[src/rtl/ce_gen_multi.sv]
// Multi-channel clock-enable generator with run-time period and speed shift.
// Optional CE_GEN_RESYNC_EN adds a resync input that realigns all channels.
module ce_gen_multi #(
    parameter int              NCH        = 4,
    parameter int              DIVW       = 6,
    parameter int              SPDW       = 2,
    parameter logic [NCH-1:0]  SHIFT_MASK = 4'b0001
) (
    input  logic                clk_sys,
    input  logic                reset_n,
    input  logic [NCH*DIVW-1:0] period_m1,
    input  logic [SPDW-1:0]     spd_req,
    input  logic                bus_idle,
`ifdef CE_GEN_RESYNC_EN
    input  logic                resync,
`endif
    output logic [NCH-1:0]      ce_p,
    output logic [NCH-1:0]      ce_n,
    output logic [SPDW-1:0]     spd_cur,
    output logic                spd_done
);

    logic [DIVW-1:0] cnt_q [NCH];
    logic [DIVW-1:0] cnt_d [NCH];
    logic [DIVW-1:0] lim_q [NCH];
    logic [DIVW-1:0] lim_d [NCH];
    logic [NCH-1:0]  ce_p_q, ce_p_d;
    logic [NCH-1:0]  ce_n_q, ce_n_d;
    logic [SPDW-1:0] spd_cur_q, spd_cur_d;
    logic            spd_done_q, spd_done_d;
    logic            rs;
    logic            sw;

`ifdef CE_GEN_RESYNC_EN
    assign rs = resync;
`else
    assign rs = 1'b0;
`endif

    // Speed switch at an idle master wrap, then per-channel count/reload and enables
    always_comb begin
        sw = (cnt_q[0] == lim_q[0]) && bus_idle
             && (spd_req != spd_cur_q) && !rs;
        spd_cur_d  = sw ? spd_req : spd_cur_q;
        spd_done_d = sw;
        ce_p_d     = '0;
        ce_n_d     = '0;
        for (int i = 0; i < NCH; i++) begin
            logic [DIVW-1:0] pm;
            logic [DIVW-1:0] eff;
            logic [SPDW-1:0] sh;
            logic [DIVW:0]   half;
            pm   = period_m1[i*DIVW +: DIVW];
            // Master adopts the new shift at the very wrap that applies it
            sh   = (i == 0) ? spd_cur_d : spd_cur_q;
            eff  = SHIFT_MASK[i] ? (pm >> sh) : pm;
            half = ({1'b0, lim_q[i]} + (DIVW+1)'(1)) >> 1;
            ce_p_d[i] = (cnt_q[i] == '0);
            ce_n_d[i] = (lim_q[i] != '0)
                        && ({1'b0, cnt_q[i]} == half);
            if (rs || (cnt_q[i] == lim_q[i])) begin
                cnt_d[i] = '0;
                lim_d[i] = eff;
            end else begin
                cnt_d[i] = cnt_q[i] + DIVW'(1);
                lim_d[i] = lim_q[i];
            end
        end
    end

    // State and registered outputs with synchronous active-low reset
    always_ff @(posedge clk_sys) begin
        if (!reset_n) begin
            for (int i = 0; i < NCH; i++) begin
                cnt_q[i] <= '0;
                lim_q[i] <= period_m1[i*DIVW +: DIVW];
            end
            ce_p_q     <= '0;
            ce_n_q     <= '0;
            spd_cur_q  <= '0;
            spd_done_q <= 1'b0;
        end else begin
            cnt_q      <= cnt_d;
            lim_q      <= lim_d;
            ce_p_q     <= ce_p_d;
            ce_n_q     <= ce_n_d;
            spd_cur_q  <= spd_cur_d;
            spd_done_q <= spd_done_d;
        end
    end

    assign ce_p     = ce_p_q;
    assign ce_n     = ce_n_q;
    assign spd_cur  = spd_cur_q;
    assign spd_done = spd_done_q;

endmodule
[config.mk]
export PLATFORM = sky130hd
export DESIGN_NAME = ce_gen_multi
export DESIGN_NICKNAME = d
export VERILOG_FILES = /design/src/rtl/ce_gen_multi.sv
export SDC_FILE = /design/constraint.sdc
export NUM_CORES = 1
export LEC_CHECK = 0
export BUFFER_PORTS_ARGS = -buffer_cell sky130_fd_sc_hd__buf_2
export CORE_MARGIN = 1.5
export CORE_UTILIZATION = 59
export DETAILED_ROUTE_END_ITERATION = 6
export GPL_ROUTABILITY_DRIVEN = 0
export GPL_TIMING_DRIVEN = 1
export PLACE_DENSITY = 0.87
export SLEW_MARGIN = 30
export SYNTH_ARGS = -nofsm -noshare
export SYNTH_HDL_FRONTEND = slang
export SYNTH_SLANG_ARGS = --single-unit
[constraint.sdc]
create_clock -name clk_sys -period 2.73 [get_ports clk_sys]
set_clock_uncertainty 0.05 [all_clocks]
set_input_delay 0.273 -clock clk_sys [delete_from_list [all_inputs] [get_ports clk_sys]]
set_output_delay 0.273 -clock clk_sys [all_outputs]
set_load 0.02 [all_outputs]
==> impl_metrics.py <==
metrics = {
    "critical_path": {
        "arrival_ns": 2.29,
        "critPathKind": "register to register",
        "critPathLaunchType": "register",
        "r2r-start": "lim_q[18]",
        "ff2ff_path_depth": 5,
        "crit_slowest_cell": "edfxtp_1",
        "worstPathRequired_ns": 2.77,
        "regToRegSetupSlack_ns": 0.48,
        "r2r_end": "lim_q[20]",
        "cp_cell_sequence": "xnor2_1 -> and4_1 -> a22oi_2 -> a311o_1 -> a221o_1",
        "cp_num_buf_inv": 0,
        "path_max_fanout": 6,
        "crit_path_end_kind": "register",
        "critical_path.max_stage_delay_ns": 0.47,
        "path_delay_family": "compound AO/OA/AOI/OAI gates",
    },
    "die": {
        "fp.coreArea_um2": 5610,
        "dieArea_um2": 6360,
        "rows": 27,
        "start_util_pct": 61.9,
        "die_height_um": 79.7,
        "die_w_um": 79.7,
        "ios": 40,
    },
    "hold_path": {
        "hold_path_class": "input pin to register",
        "min-delay-start": "period_m1[14]",
        "whs_path_depth": 1,
        "min_to": "lim_q[8]",
    },
    "detailed_routing": {
        "drc": 0,
        "first_pass_iters": 5,
        "m1WireLength_um": 2830,
        "wl_um": 6810,
        "met3WireLength_um": 375,
        "wl_met2_um": 3440,
        "num_vias": 2713,
        "wl_per_cell_um": 14.4,
        "postRouteAntennaNets": 0,
        "drtIter0Drc": 173,
        "highest_layer": "met4",
        "viasPerCell": 5.72,
    },
    "global_routing": {
        "grt_antenna_before_repair": 0,
        "track_usage_pct": 23.7,
        "grt_pass1_wl_um": 11400,
        "grt_pass1_vias": 2568,
        "overflow": 0,
        "grt_start_max_net_pins": 20,
    },
    "yosys": {
        "seq_area_frac_synth_pct": 40.9,
        "synth_area_leaders": "edfxtp_1, dfxtp_1, xnor2_1, ha_1, xor2_1",
        "netlist_instances": 363,
        "yosysTopAreaCellShare_pct": 20.7,
        "yosysTopAreaCell": "edfxtp_1",
        "syn_area_per_cell_um2": 9.57,
        "synth-edff-count": 24,
        "ys_warn_count": 0,
        "syn_area_um2": 3470,
        "synth_cell_types": 60,
        "synth_async_sr_flop_share_pct": 0,
        "yosys_register_bits": 59,
        "ys.flop_type": "dfxtp_1",
        "syn-num-nets": 408,
    },
    "clock_network": {
        "clock_sinks": 59,
        "cts_setup_buffers": 0,
        "clk-insertion-delay-late_ns": 0.34,
        "cts_buffer_depth": 2,
        "cts-hold-fix-buffers": 0,
        "cts_resized": 0,
        "cts_tree": "built",
        "htree_num_levels": 3,
        "root_buffer": "clkbuf_8",
        "numCtsBuffers": 9,
        "cts.clk_slew.worst_paths_ns": 0.07,
    },
    "placed_design": {
        "dpl_cell_area_um2": 3680,
        "io_buffers": 39,
        "hpwl_um": 4910,
    },
    "sta": {
        "slew_headroom_pct": 67.1,
        "grt_setup_unrepaired": "false",
        "finalSetupTns_ns": 0,
        "finalHoldViolCount": 0,
        "period_needed_ns": 2.25,
        "slew_violations": 0,
        "fmax_mhz": 445,
        "setup_viol": 0,
        "worst_slew_pin_slew_ns": 0.489,
        "post-route-period-util_pct": 82.3,
    },
    "pwr": {
        "ir_drop_v": 0.000382,
        "p_total_uw": 2110,
        "p_leak_uw": 0.00155,
        "p_int_uw": 1560,
        "p_clk_share_pct": 36.9,
        "combPwrFrac_pct": 13.8,
        "switching_share_pct": 26.3,
        "p_seq_share_pct": 49.3,
        "p_switching_uw": 555,
        "pwr_density_cell_nw_per_um2": 545,
    },
    "cells_and_area": {
        "final_area_um2": 3870,
        "area_growth_pct": 11.5,
        "drive_gt1_share_pct": 16.7,
        "fillers": 442,
        "fin_nets": 442,
        "antennaDiodeCount": 0,
    },
    "run": {
        "maxCapViolations": 0,
    },
    "status": {
        "outcome": "finished, final reports clean",
    },
}
## placed cells by master, fill, tap and decap left out, types with 4 or more instances in the layout
cell / instances
buf_2: 39
xnor2_1: 42
nor2_1: 36
xor2_1: 21
clkbuf_8: 10
a21oi_1: 6
and2_1: 4
inv_1: 26
mux2i_1: 4
edfxtp_1: 24
nand2_1: 23
nand3_1: 17
ha_1: 16
nor3_1: 10
o21ai_0: 4
xnor2_2: 4
nand2b_1: 4
a211oi_1: 4
dfxtp_1: 35
nand4_1: 7
## synthesized netlist by cell type, types with 2 or more instances
library cell	count
xnor2_1	42
nor2_1	36
dfxtp_1	35
inv_1	26
edfxtp_1	24
nand2_1	23
xor2_1	21
nand3_1	17
ha_1	16
clkbuf_1	13
nor3_1	10
nand4_1	7
a21oi_1	6
a211oi_1	4
and2_1	4
mux2i_1	4
nand2b_1	4
o21ai_0	4
xnor2_2	4
a2111oi_0	3
and3_1	3
buf_6	3
nor2b_1	3
nor3b_1	3
nor4_1	3
o31ai_1	3
a22oi_1	2
a311o_1	2
a31oi_1	2
buf_2	2
nand3b_1	2
nand4b_1	2
nand4bb_1	2
o21a_1	2
## layer usage
layer | up-vias | track usage [%]
li1 | 1316 | -
met1 | 1280 | 27.4
met2 | 98 | 40.9
met3 | 19 | 6.29
met4 | 0 | 10.5
met5 | - | 0
## stage by stage
stage          cells  worst slack, ns  util [%]  hold slack [ns]
6_report         474            0.483      69.1           0.0568
5_1_grt          474            0.408      69.1           0.0423
4_1_cts          474            0.513      69.1           0.0439
3_5_place_dp     458            0.542      65.7            0.401
3_3_place_gp     458            0.625      65.7            0.399
2_1_floorplan    363            0.617         -            0.322
## power groups by stage
stage	clock (µW)	sequential [µW]	combinational, µW
after global placement	0	1050	276
after detailed placement	0	1060	288
final	778	1040	291
after floorplan	0	1040	225
after CTS	789	1040	292
after global routing	831	1050	325
## worst max-delay path by stage
stage	from	endpoint	slack, ns	cells after the start
2_1_floorplan	cnt_q[14]	lim_q[12]	0.62	4
3_3_place_gp	lim_q[18]	lim_q[20]	0.62	5
3_5_place_dp	lim_q[18]	lim_q[20]	0.54	5
4_1_cts	lim_q[18]	lim_q[20]	0.51	5
5_1_grt	lim_q[18]	lim_q[20]	0.41	5
6_report	lim_q[18]	lim_q[20]	0.48	5
## layout make-up
cell class / count / area (µm²) / share of cell area, %
clock buffers: 13 / 149 / 3.84
clock inverters: 3 / 38.8 / 1.00
inverters: 26 / 97.6 / 2.52
multi-input cells: 259 / 1860 / 48.0
flip-flops and latches: 59 / 1420 / 36.7
well taps: 72 / 90.1 / 2.33
repair buffers: 42 / 218 / 5.62
## flip-flops by register name, indices dropped and copies added, names as in the netlist
name      count
spd_cur       2
lim_q        24
ce_p          4
cnt_q        24
ce_n          4
spd_done      1
## cell families (layout without fill, tap and decap cells)
family                   count (synthesis)  after routing  share of synthesized area (%)
buffers and inverters                   45             84                           5.58
AO/OA/AOI/OAI                           44             44                           9.65
adder cells (fa/ha/maj)                 16             16                           5.76
flip-flops                              59             59                           40.9
AND/OR/NAND/NOR                        128            128                           19.2
XOR/XNOR                                67             67                           17.8
multiplexers                             4              4                           1.15
(Power assumes the default switching activity.)
